$ cat src/rtl/pong_pkg.sv
// Shared playfield geometry, direction type and coordinate helper for the pong ball engine.
package pong_pkg;

  localparam int FIELD_W = 32;
  localparam int FIELD_H = 32;

  localparam logic [4:0] X_CENTER    = 5'd16;
  localparam logic [4:0] X_LEFT_HIT  = 5'd1;
  localparam logic [4:0] X_RIGHT_HIT = 5'd30;
  localparam logic [4:0] X_OUT_LEFT  = 5'd0;
  localparam logic [4:0] X_OUT_RIGHT = 5'(FIELD_W - 1);
  localparam logic [4:0] Y_TOP       = 5'd0;
  localparam logic [4:0] Y_BOTTOM    = 5'(FIELD_H - 1);

  typedef enum logic {
    DIR_NEG = 1'b0,
    DIR_POS = 1'b1
  } dir_t;

  function automatic logic [4:0] stepCoord(input logic [4:0] v, input dir_t d);
    return (d == DIR_POS) ? v + 5'd1 : v - 5'd1;
  endfunction

endpackage

$ cat src/rtl/pong_step_timer.sv
// Speed-to-period divider: emits a one-cycle step pulse every (16 - speed) * STEP_UNIT ticks.
module pong_step_timer
  import pong_pkg::*;
#(
  parameter int STEP_UNIT = 8
) (
  input  logic       clk_i,
  input  logic       rst_ni,
  input  logic [3:0] speed_i,
  output logic       step_o
);

  localparam int CNT_W = $clog2(16 * STEP_UNIT) + 1;

  logic [CNT_W-1:0] cnt_q, cnt_d;
  logic [CNT_W-1:0] periodM1;
  logic             terminal;

  // The period is recomputed every cycle so a speed change lands at the next compare.
  assign periodM1 = CNT_W'((16 - int'(speed_i)) * STEP_UNIT - 1);
  assign terminal = (cnt_q >= periodM1);
  assign step_o   = (speed_i != 4'd0) && terminal;

  always_comb begin
    cnt_d = cnt_q + 1'b1;
    if (speed_i == 4'd0 || terminal) begin
      cnt_d = '0;
    end
  end

  always_ff @(posedge clk_i) begin
    if (!rst_ni) begin
      cnt_q <= '0;
    end else begin
      cnt_q <= cnt_d;
    end
  end

endmodule

$ cat src/rtl/pong_ball.sv
// Pong ball physics: position, wall/paddle bounces and sticky out flags.
// Define BALL_JITTER_EN to redraw dy from entropy[0] on every paddle bounce.
module pong_ball
  import pong_pkg::*;
#(
  parameter int STEP_UNIT = 8
) (
  input  logic        clk,
  input  logic        reset,
  input  logic [4:0]  entropy,
  input  logic [3:0]  speed,
  input  logic [31:0] lpaddle,
  input  logic [31:0] rpaddle,
  output logic [4:0]  x,
  output logic [4:0]  y,
  output logic        out_left,
  output logic        out_right
);

`ifdef BALL_JITTER_EN
  localparam bit JITTER = 1'b1;
`else
  localparam bit JITTER = 1'b0;
`endif

  logic [4:0] x_q, x_d, y_q, y_d;
  dir_t       dx_q, dx_d, dy_q, dy_d;
  logic       outLeft_q, outLeft_d, outRight_q, outRight_d;
  logic       step, moveEn, paddleHit;

  pong_step_timer #(.STEP_UNIT(STEP_UNIT)) uTimer (
    .clk_i  (clk),
    .rst_ni (reset),
    .speed_i(speed),
    .step_o (step)
  );

  assign moveEn = step && !outLeft_q && !outRight_q;

  // Directions come from the pre-move position; walls are applied last so they override jitter.
  always_comb begin
    dx_d       = dx_q;
    dy_d       = dy_q;
    x_d        = x_q;
    y_d        = y_q;
    outLeft_d  = outLeft_q;
    outRight_d = outRight_q;
    paddleHit  = 1'b0;
    if (moveEn) begin
      if (x_q == X_LEFT_HIT && dx_q == DIR_NEG && lpaddle[y_q]) begin
        dx_d      = DIR_POS;
        paddleHit = 1'b1;
      end
      if (x_q == X_RIGHT_HIT && dx_q == DIR_POS && rpaddle[y_q]) begin
        dx_d      = DIR_NEG;
        paddleHit = 1'b1;
      end
      if (JITTER && paddleHit) begin
        dy_d = dir_t'(entropy[0]);
      end
      if (y_q == Y_TOP) begin
        dy_d = DIR_POS;
      end else if (y_q == Y_BOTTOM) begin
        dy_d = DIR_NEG;
      end
      x_d = stepCoord(x_q, dx_d);
      y_d = stepCoord(y_q, dy_d);
      if (x_d == X_OUT_LEFT) begin
        outLeft_d = 1'b1;
      end
      if (x_d == X_OUT_RIGHT) begin
        outRight_d = 1'b1;
      end
    end
  end

  always_ff @(posedge clk) begin
    if (!reset) begin
      x_q        <= X_CENTER;
      y_q        <= entropy;
      dx_q       <= dir_t'(entropy[0]);
      dy_q       <= dir_t'(entropy[1]);
      outLeft_q  <= 1'b0;
      outRight_q <= 1'b0;
    end else begin
      x_q        <= x_d;
      y_q        <= y_d;
      dx_q       <= dx_d;
      dy_q       <= dy_d;
      outLeft_q  <= outLeft_d;
      outRight_q <= outRight_d;
    end
  end

  assign x         = x_q;
  assign y         = y_q;
  assign out_left  = outLeft_q;
  assign out_right = outRight_q;

endmodule

$ cat config.mk
export PLATFORM = sky130hd
export DESIGN_NAME = pong_ball
export DESIGN_NICKNAME = d
export VERILOG_FILES = /design/src/rtl/pong_pkg.sv /design/src/rtl/pong_step_timer.sv /design/src/rtl/pong_ball.sv
export SDC_FILE = /design/constraint.sdc
export NUM_CORES = 1
export LEC_CHECK = 0
export BUFFER_PORTS_ARGS = -buffer_cell sky130_fd_sc_hd__buf_2
export CAP_MARGIN = 30
export CORE_ASPECT_RATIO = 1.25
export CORE_MARGIN = 2
export CORE_UTILIZATION = 45
export DETAILED_ROUTE_END_ITERATION = 6
export PLACE_DENSITY_LB_ADDON = 0.08
export REMOVE_ABC_BUFFERS = 1
export SLEW_MARGIN = 10
export SYNTH_ARGS = -nofsm -noshare
export SYNTH_HDL_FRONTEND = slang
export SYNTH_SLANG_ARGS = --single-unit
$ cat constraint.sdc
create_clock -name clk -period 2.6 [get_ports clk]
set_clock_uncertainty 0.15 [all_clocks]
set_input_delay 0.26 -clock clk [delete_from_list [all_inputs] [get_ports clk]]
set_output_delay 0.26 -clock clk [all_outputs]
set_load 0.005 [all_outputs]
## Yosys cells after proc, flatten, opt, wreduce, memory -nomap -nowiden

Cells that the tools add are included.

- Input bits: 75
- Output and inout bits: 12
- Bits in registers: 22

- Eq/ne operators: 5
- Bitwise operators: 2
- Mux-type cells: 18
- Add/subtract/negate cells: 7
- Reduce and logical (&&, ||, !) cells: 17
- Order comparisons: 2

Operator list:

| operator | number |
|---|---|
| 5-bit 2-to-1 mux | 4 |
| 5-bit == test, second input constant | 3 |
| 1-bit 2-to-1 mux | 12 |
| 5-bit by 1-bit adder with 5-bit output, second input constant | 2 |
| 1-bit binary-select mux with 5-bit select | 2 |
| 5-bit logical NOT | 2 |
| 5-bit by 1-bit subtractor with 5-bit output, second input constant | 2 |
| 8-bit by 1-bit adder with 8-bit output, second input constant | 1 |
| 8-bit greater-or-equal comparator | 1 |
| 8-bit by 2-bit subtractor with 8-bit output, second input constant | 1 |
| 1-bit logical AND | 7 |
| 5-bit by 6-bit < comparator with 1-bit output, second input constant | 1 |
| 5-bit by 1-bit == test with 1-bit output, second input constant | 1 |
| 5-bit by 4-bit subtractor with 5-bit output, first input constant | 1 |
| 4-bit logical NOT | 1 |
| 2-bit AND reduction | 2 |
| 4-bit nonzero test | 1 |
| 1-bit logical NOT | 2 |
| 2-bit by 1-bit inequality test with 1-bit output, second input constant | 1 |
| 1-bit inverter | 2 |
| 2-bit OR reduction | 1 |
| 1-bit logical OR | 1 |

## Logic depth before layout (Yosys ltp)

Gate-level depths: netlist (run 1).

- Word-level depth: 10
- Depth in mapped cells: 15

## By module

A second synthesis (run 1) with hierarchy kept.

- Cell total of the unflattened synthesis: 217
- Area, all modules: 2173.3 um^2

By module, submodules not included:

| module | seq. area each (um^2) | instances | area an instance (um^2) | cells each |
|---|---|---|---|---|
| pong_ball | 350.3 | 1 | 1620.3 | 154 |
| pong_step_timer | 160.2 | 1 | 553.0 | 63 |

## Worst setup path after synthesis (run 1)

OpenSTA, ideal clock, no wires.

- Kind: register to register
- Start: reg y_q[0] (netlist: y[0])
- End: reg outRight_q (netlist: out_right)
- Data arrival time: 2.566 ns
- Period minus slack after synthesis: 2.776 ns
- Data required time: 2.390 ns
- Cell stages (with the launch flop): 11
- Library setup time: 0.060 ns
- Path buffers: 2
- Setup slack: -0.176 ns
- Cell sequence: edfxtp_1 buf_6 buf_12 mux4_2 mux2i_1 o2111ai_2 o211a_4 mux2_4 xnor2_2 o41ai_1 and3_1

- Cells in the longest elaborated chain, start to end: 9
- Elaborated cells between the ends (all ways): 12
- Those cells by class: eq/ne (1); mux (8); reduce/logical (3)

RTL lines:

| element | RTL line | source |
|---|---|---|
| from (decl) | pong_ball.sv:26 | `logic [4:0] x_q, x_d, y_q, y_d;` |
| from (signal assigned) | pong_ball.sv:80 | `y_q <= entropy;` |
| from (signal assigned) | pong_ball.sv:87 | `y_q <= y_d;` |
| 1-bit binary-select mux with 5-bit select | pong_ball.sv:50 | `if (x_q == X_LEFT_HIT && dx_q == DIR_NEG && lpaddle[y_q]) begin` |
| 1-bit 2-to-1 mux (implied by the code) | pong_ball.sv:50 |  |
| 1-bit logical AND | pong_ball.sv:50 |  |
| 1-bit 2-to-1 mux | pong_ball.sv:50 |  |
| 1-bit 2-to-1 mux (*) | pong_ball.sv:54 | `if (x_q == X_RIGHT_HIT && dx_q == DIR_POS && rpaddle[y_q]) begin` |
| 1-bit 2-to-1 mux (*) | pong_ball.sv:49 | `if (moveEn) begin` |
| 5-bit 2-to-1 mux (*) | pong_pkg.sv:21 | `return (d == DIR_POS) ? v + 5'd1 : v - 5'd1;` |
| 5-bit == test (*) | pong_ball.sv:71 | `if (x_d == X_OUT_RIGHT) begin` |
| 2-bit AND reduction (no source line) (*) | n/a |  |
| to (signal assigned) | pong_ball.sv:91 | `outRight_q <= outRight_d;` |
| to (decl) | pong_ball.sv:28 | `logic outLeft_q, outLeft_d, outRight_q, outRight_d;` |

Mark *: on every way between the ends. The rest lies on a longest branch, timed or not. The select of a mux whose other input is x is not followed.
A chain may end at the register's enable or synchronous reset.

## Worst setup path in the final report (run 1)

Ends and elaborated chain as after synthesis.

==> metrics.txt, run 1 <==
Worst EP arrival 3.00 ns; MaxCap Viol Count 0; die area 5630 um^2; r2r worst-path depth 9; setup ws final -0.329 ns; Power Dens Cells 445 nW/um^2; row count 28; hold depth 2; achievable frequency ~340 MHz; first-pass GRT wire length 9.89 mm; # diodes 0; post-place setup slack -0.296 ns; vias in the first global route 2254; P&R area growth vs syn 45.2%; Detailed Place HPWL 4.88 mm; fin crit period 2.93 ns; Worst Tran Pin Value slightly below 0.4 ns; Seq/Total Area, Yosys 0.225; YS warnings 0; Final Max Slew Viols 0; wire per inst 15.8 um; core area 4800 um^2; Max clock buf depth 2; root buffer cell clkbuf_8; Initial Util 0.473; ratio of cells with drive above 1 in the final layout 0.545; Final period util 1.13; post-route ant nets 0; status finished with violations; worst hold start entropy[3]; Clk Latency, worst-skew pair 0.27 ns; asr flop ratio synth 0; RSZ-0062 raised after global routing true; final hold vios 0; reg2reg start y[0]; Worst setup SP type flop; IO Count 87; failing checks negative setup slack; Setup CP Type reg -> reg; Critical Path RT 2.67 ns; CTS clk-pin slew, worst paths approximately 0.09 ns; Residual DRC 0; WHS Endpoint y[3]; DRT iter0 DRCs between 100 and 150; final weighted congestion in routability-driven placement 0.843; Max rail drop VDD a little over 0.4 mV; Hold Crit Class in -> reg; crit path capture type flop; synth unique cells 60; drt pass-1 iters 4; CTS Buf Count 3; relative slew slack 0.737; vias 2223; CTS tree done; initial antenna violation count 0; GRT Util Overall 0.223; Overall Power 1.47 mW; # setup viols final 7; CTS sink count 22; height of the die 83.4 um; top_reg_cell synth dfxtp_1; hold_ws 0.137 ns; final net count 438; largest net degree at the start of global routing 19; Post-Synthesis Cells 225; die width 67.5 um; htree depth 1; RR Endpoint out_right; vias per cell 5.46; EDFF count, synth 7; wirelength, routed around 6.4 mm; crit path max fanout 7; flop2flop setup slack -0.33 ns; global route overflow 0; Synth Cell Area 2270 um^2; IO buf count 86; Post-Syn Area per Cell 10.1 um^2; Pleak 1.51 nW; post-synthesis register bit count 22
-- worst max-delay path, stage by stage, from the launching register on --
cell,delay (ns)
edfxtp_1,0.46
buf_8,0.17
mux4_2,0.48
nand4b_1,0.18
a41o_1,0.25
o211a_4,0.15
mux2_4,0.33
xnor2_4,0.15
o41ai_2,0.33
and3_1,0.20
-- report_power, final --
group	internal [mW]	total (mW)	switching, mW
registers	0.383	0.411	0.0279
logic	0.435	0.755	0.320
clock network	0.168	0.301	0.133
total	0.986	1.47	0.481
-- logic make-up (layout without fill, tap and decap cells) --
family	Yosys count	after routing	share of synthesized area
AND/OR/NAND/NOR	70	70	0.170
AO/OA/AOI/OAI	43	43	0.145
buffers and inverters	30	152	0.0860
multiplexers	27	27	0.216
flip-flops	22	22	0.225
XOR/XNOR	18	18	0.0728
adder cells (fa/ha/maj)	15	15	0.0860
-- registers in the layout (all words and copies together), names as in the netlist --
| signal | count |
|---|---|
| y | 5 |
| out_right | 1 |
| dy_q | 1 |
| out_left | 1 |
| dx_q | 1 |
| uTimer.cnt_q | 8 |
| x | 5 |
-- metrics by stage --
stage	area (um^2)	TNS (ns)	util	instances
final	3300	-1.59	0.687	407
after global routing	3300	-2.21	0.687	407
after global placement	2950	-2.56	0.614	391
after detailed placement	2950	-3.41	0.614	391
after floorplan	2160	-3.59	-	211
after CTS	3230	-1.09	0.673	402
-- worst max-delay path by stage --
stage	startpoint	to	slack, ns	depth (start not counted)
after floorplan	y[0]	out_right	-0.67	8
after global placement	y[0]	out_right	-0.22	9
after detailed placement	y[0]	out_right	-0.30	9
after CTS	y[0]	out_right	-0.21	9
after global routing	y[0]	x[3]	-0.37	11
final	y[0]	out_right	-0.33	9
-- cell usage in the layout (no fill, tap or decap), types with 3 or more instances in the layout --
cell      netlist  routed
a21oi_2         0       3
mux2i_1         5       5
nor3_1          5       5
edfxtp_1        7       7
mux4_1          5       3
a21oi_1        11       7
and3_1          5       5
a31oi_1         5       3
ha_4            0       3
nand2_1        14      14
buf_6           2      10
nor2b_1         4       3
ha_1           14      11
buf_4           1      33
buf_2           0      86
nand3b_1        3       3
nor2_1         16      16
o21ai_0         3       3
xnor2_1        10       9
nand3_1         8       8
xor2_1          7       7
mux2_2          5       4
inv_1          14      11
mux4_2         10      12
dfxtp_1        15      15
a21o_1          3       3
clkbuf_8        2       3
-- repair_timing --
action	4_1_cts	5_1_grt
resized for setup	34	11
hold endpoints to repair	0	0
cloned	1	0
setup endpoints to repair	9	17
hold buffers	0	0
pin swaps	24	13
setup buffers	6	7
-- metal layers --
metal  track usage  vias to the layer above  part of all wire
met4        0.0612                        0             0.017
met5             0                        -                 0
li1              -                     1090                 -
met2         0.402                       60              0.55
met3        0.0366                       15             0.034
met1         0.262                     1058              0.40
-- cell type report --
| cell class | instances | area (um^2) |
|---|---|---|
| Clock buffer | 4 | 66.3 |
| Sequential cell | 22 | 510 |
| Multi-Input combinational cell | 173 | 1710 |
| Tap cell | 60 | 75.1 |
| Fill cell | 384 | 1500 |
| Inverter | 16 | 90.1 |
| Timing Repair Buffer | 132 | 846 |
-- Yosys cell counts, types with 4 or more instances --
| master | count | area share |
|---|---|---|
| and3_1 | 5 | 0.014 |
| a21oi_1 | 11 | 0.024 |
| nor3_1 | 5 | 0.011 |
| mux2_2 | 5 | 0.025 |
| mux4_1 | 5 | 0.058 |
| a31oi_1 | 5 | 0.014 |
| xor2_1 | 7 | 0.027 |
| clkbuf_1 | 8 | 0.013 |
| ha_1 | 14 | 0.077 |
| dfxtp_1 | 15 | 0.13 |
| nor2b_1 | 4 | 0.011 |
| nor2_1 | 16 | 0.026 |
| mux2i_1 | 5 | 0.022 |
| edfxtp_1 | 7 | 0.093 |
| xnor2_1 | 10 | 0.039 |
| mux4_2 | 10 | 0.099 |
| nand2_1 | 14 | 0.023 |
| inv_1 | 14 | 0.023 |
| nand3_1 | 8 | 0.018 |
Note: power is estimated with default switching activity, not from simulation.
==> inputs of run 2 (changes only) <==
Settings changed: CELL_PAD_IN_SITES_DETAIL_PLACEMENT set to 1, CELL_PAD_IN_SITES_GLOBAL_PLACEMENT set to 1, CORE_UTILIZATION 45 to 33.
==> run 2 against run 1 <==
Against the previous run:
- the flow still finishes with violations (negative setup slack)
- flip-flop and latch count is the same
- clock-buffer cell count down 1
- first-iteration DRC count fell by 59%
- worst hold slack better by 0.014 ns
- total power up 3.9%
- design area rose by 1.8%
- maximum frequency increased by 2.3%
- non-clock buffer count down 5
==> metrics.txt, run 2 (same netlist as run 1, synthesis figures left out) <==
failing checks negative setup slack; Pleak 1.51 nW; Critical Path Most Common Cell buf_6; Worst EP arrival 2.87 ns; crit path capture type flop; first-pass GRT wire length 11.6 mm; largest net degree at the start of global routing 20; CTS clk-pin slew, worst paths 0.08 ns; crit path max fanout 6; setup TNS -1.16 ns; commonest non-fill, non-tap cells in the layout buf_2, buf_4, nor2_1; wire per inst 16.6 um; root buffer cell clkbuf_8; IO Count 87; fin crit period 2.86 ns; IO buf count 86; htree depth 1; CTS tree done; Worst setup SP type flop; final weighted congestion in routability-driven placement 0.766; Setup CP Type reg -> reg; Top reg by flops uTimer.cnt_q; Final period util 1.10; drt pass-1 iters 4; DRT iter0 DRCs 43; die width 78.2 um; launch point of the worst path y[0]; clock power share 0.206; Critical Path RT approximately 2.6 ns; worst hold start entropy[3]; Worst Tran Pin Value 0.385 ns; Max rail drop VDD about 0.2 mV; core area between 6000 and 7000 um^2; # setup viols final 7; cell-internal power about 1.0 mW; post-place setup slack -0.372 ns; reg2reg start y[0]; global route overflow 0; # diodes 0; vias in the first global route 2364; sw frac 0.315; setup ws final -0.263 ns; commonest non-fill, non-tap cell in the layout buf_2; CP max stage cell edfxtp_1; die area 7560 um^2; Final Max Slew Viols 0; initial antenna violation count 0; share of power burned in registers 0.266; Hold Crit Class in -> reg; switching pwr between 0.4 and 0.5 mW; Max stage delay on crit path 0.46 ns; ratio of cells with drive above 1 in the final layout 0.556; final hold vios 0; CTS sink count 22; Final Util 0.508; vias per cell 5.17; Residual DRC 0; Power Dens Cells 454 nW/um^2; vias 2220; CTS Buf Count 3; GRT Util Overall 0.189; post-route ant nets 0; relative slew slack 0.741; wirelength, routed between 7 and 8 mm; RSZ-0062 raised after global routing true; Detailed Place HPWL roughly 5.6 mm; P&R area growth vs syn 47.9%; Max clock buf depth 2; Initial Util 0.344; Gate power share 0.528; cells along the critical path buf_6, buf_6, buf_12, mux4_2, mux2i_1, a31o_2, nor4_4, buf_4, nor2_4, mux2i_2, o2111ai_2, and3_1; row count 33; height of the die 96.7 um; final net count 433; final non-filler cell total 429; MaxCap Viol Count 0; Placed Cells incl. Taps about 420; Clk Latency, worst-skew pair 0.26 ns; status finished with violations; number of flip-flops in the largest register 8; achievable frequency between 300 and 400 MHz
-- run 2: cell count changes in the layout (fill, tap and decap cells not counted), sizes merged --
cell    previous run  this run
buf              132       127
clkbuf             4         3
bufinv             2         3
-- run 2: metal layers --
metal  track usage  wire (um)  up-vias  part of all wire
met1         0.229       2920     1071              0.41
li1              -          -     1074                 -
met4        0.0202         35        0            0.0049
met3        0.0187        330        4             0.046
met5             0          0        -                 0
met2         0.365       3850       71              0.54
-- run 2: through the flow --
step           cell area, um^2  hold slack [ns]  power [mW]
2_1_floorplan             2160            0.182       0.782
3_3_place_gp              2970            0.270        1.05
3_5_place_dp              2970            0.287        1.06
4_1_cts                   3270            0.145        1.48
5_1_grt                   3360            0.148        1.62
6_report                  3360            0.152        1.52
-- run 2: worst paths after layout --
check	end	slack [ns]	cells past startpoint
worst max-delay path	out_right	-0.26	12
worst min-delay path	y[3]	0.15	2
worst max register to register	out_right	-0.26	12
worst min register to register	uTimer.cnt_q[0]	0.30	1
-- run 2: critical path, delay by kind of cell (launching register included) --
kind | cells | cell delay (ns)
buffers and inverters | 4 | 0.53
DFF | 1 | 0.46
muxes | 3 | 0.84
and+or+nand+nor | 3 | 0.41
AOI/OAI and AO/OA | 2 | 0.37
-- run 2: repair_timing --
action,4_1_cts,5_1_grt
endpoints found under the setup margin,15,16
pin swaps,20,20
gates resized for setup,29,23
cloned,1,0
setup buffers,7,2
hold buffers,0,0
-- run 2: area by class of cell --
class / instances / area (um^2)
inverter: 16 / 87.6
fill: 772 / 3250
clock inverter: 1 / 30.0
tap: 87 / 109
multi-input combinational: 173 / 1760
sequential: 22 / 510
timing repair buffer: 127 / 813
clock buffer: 3 / 41.3
-- run 2: power by group through the flow --
stage	logic [mW]	clock network, mW	registers (mW)
after global placement	0.633	0	0.414
after detailed placement	0.643	0	0.415
after floorplan	0.341	0	0.441
final	0.805	0.313	0.406
after global routing	0.876	0.338	0.410
after CTS	0.749	0.327	0.406
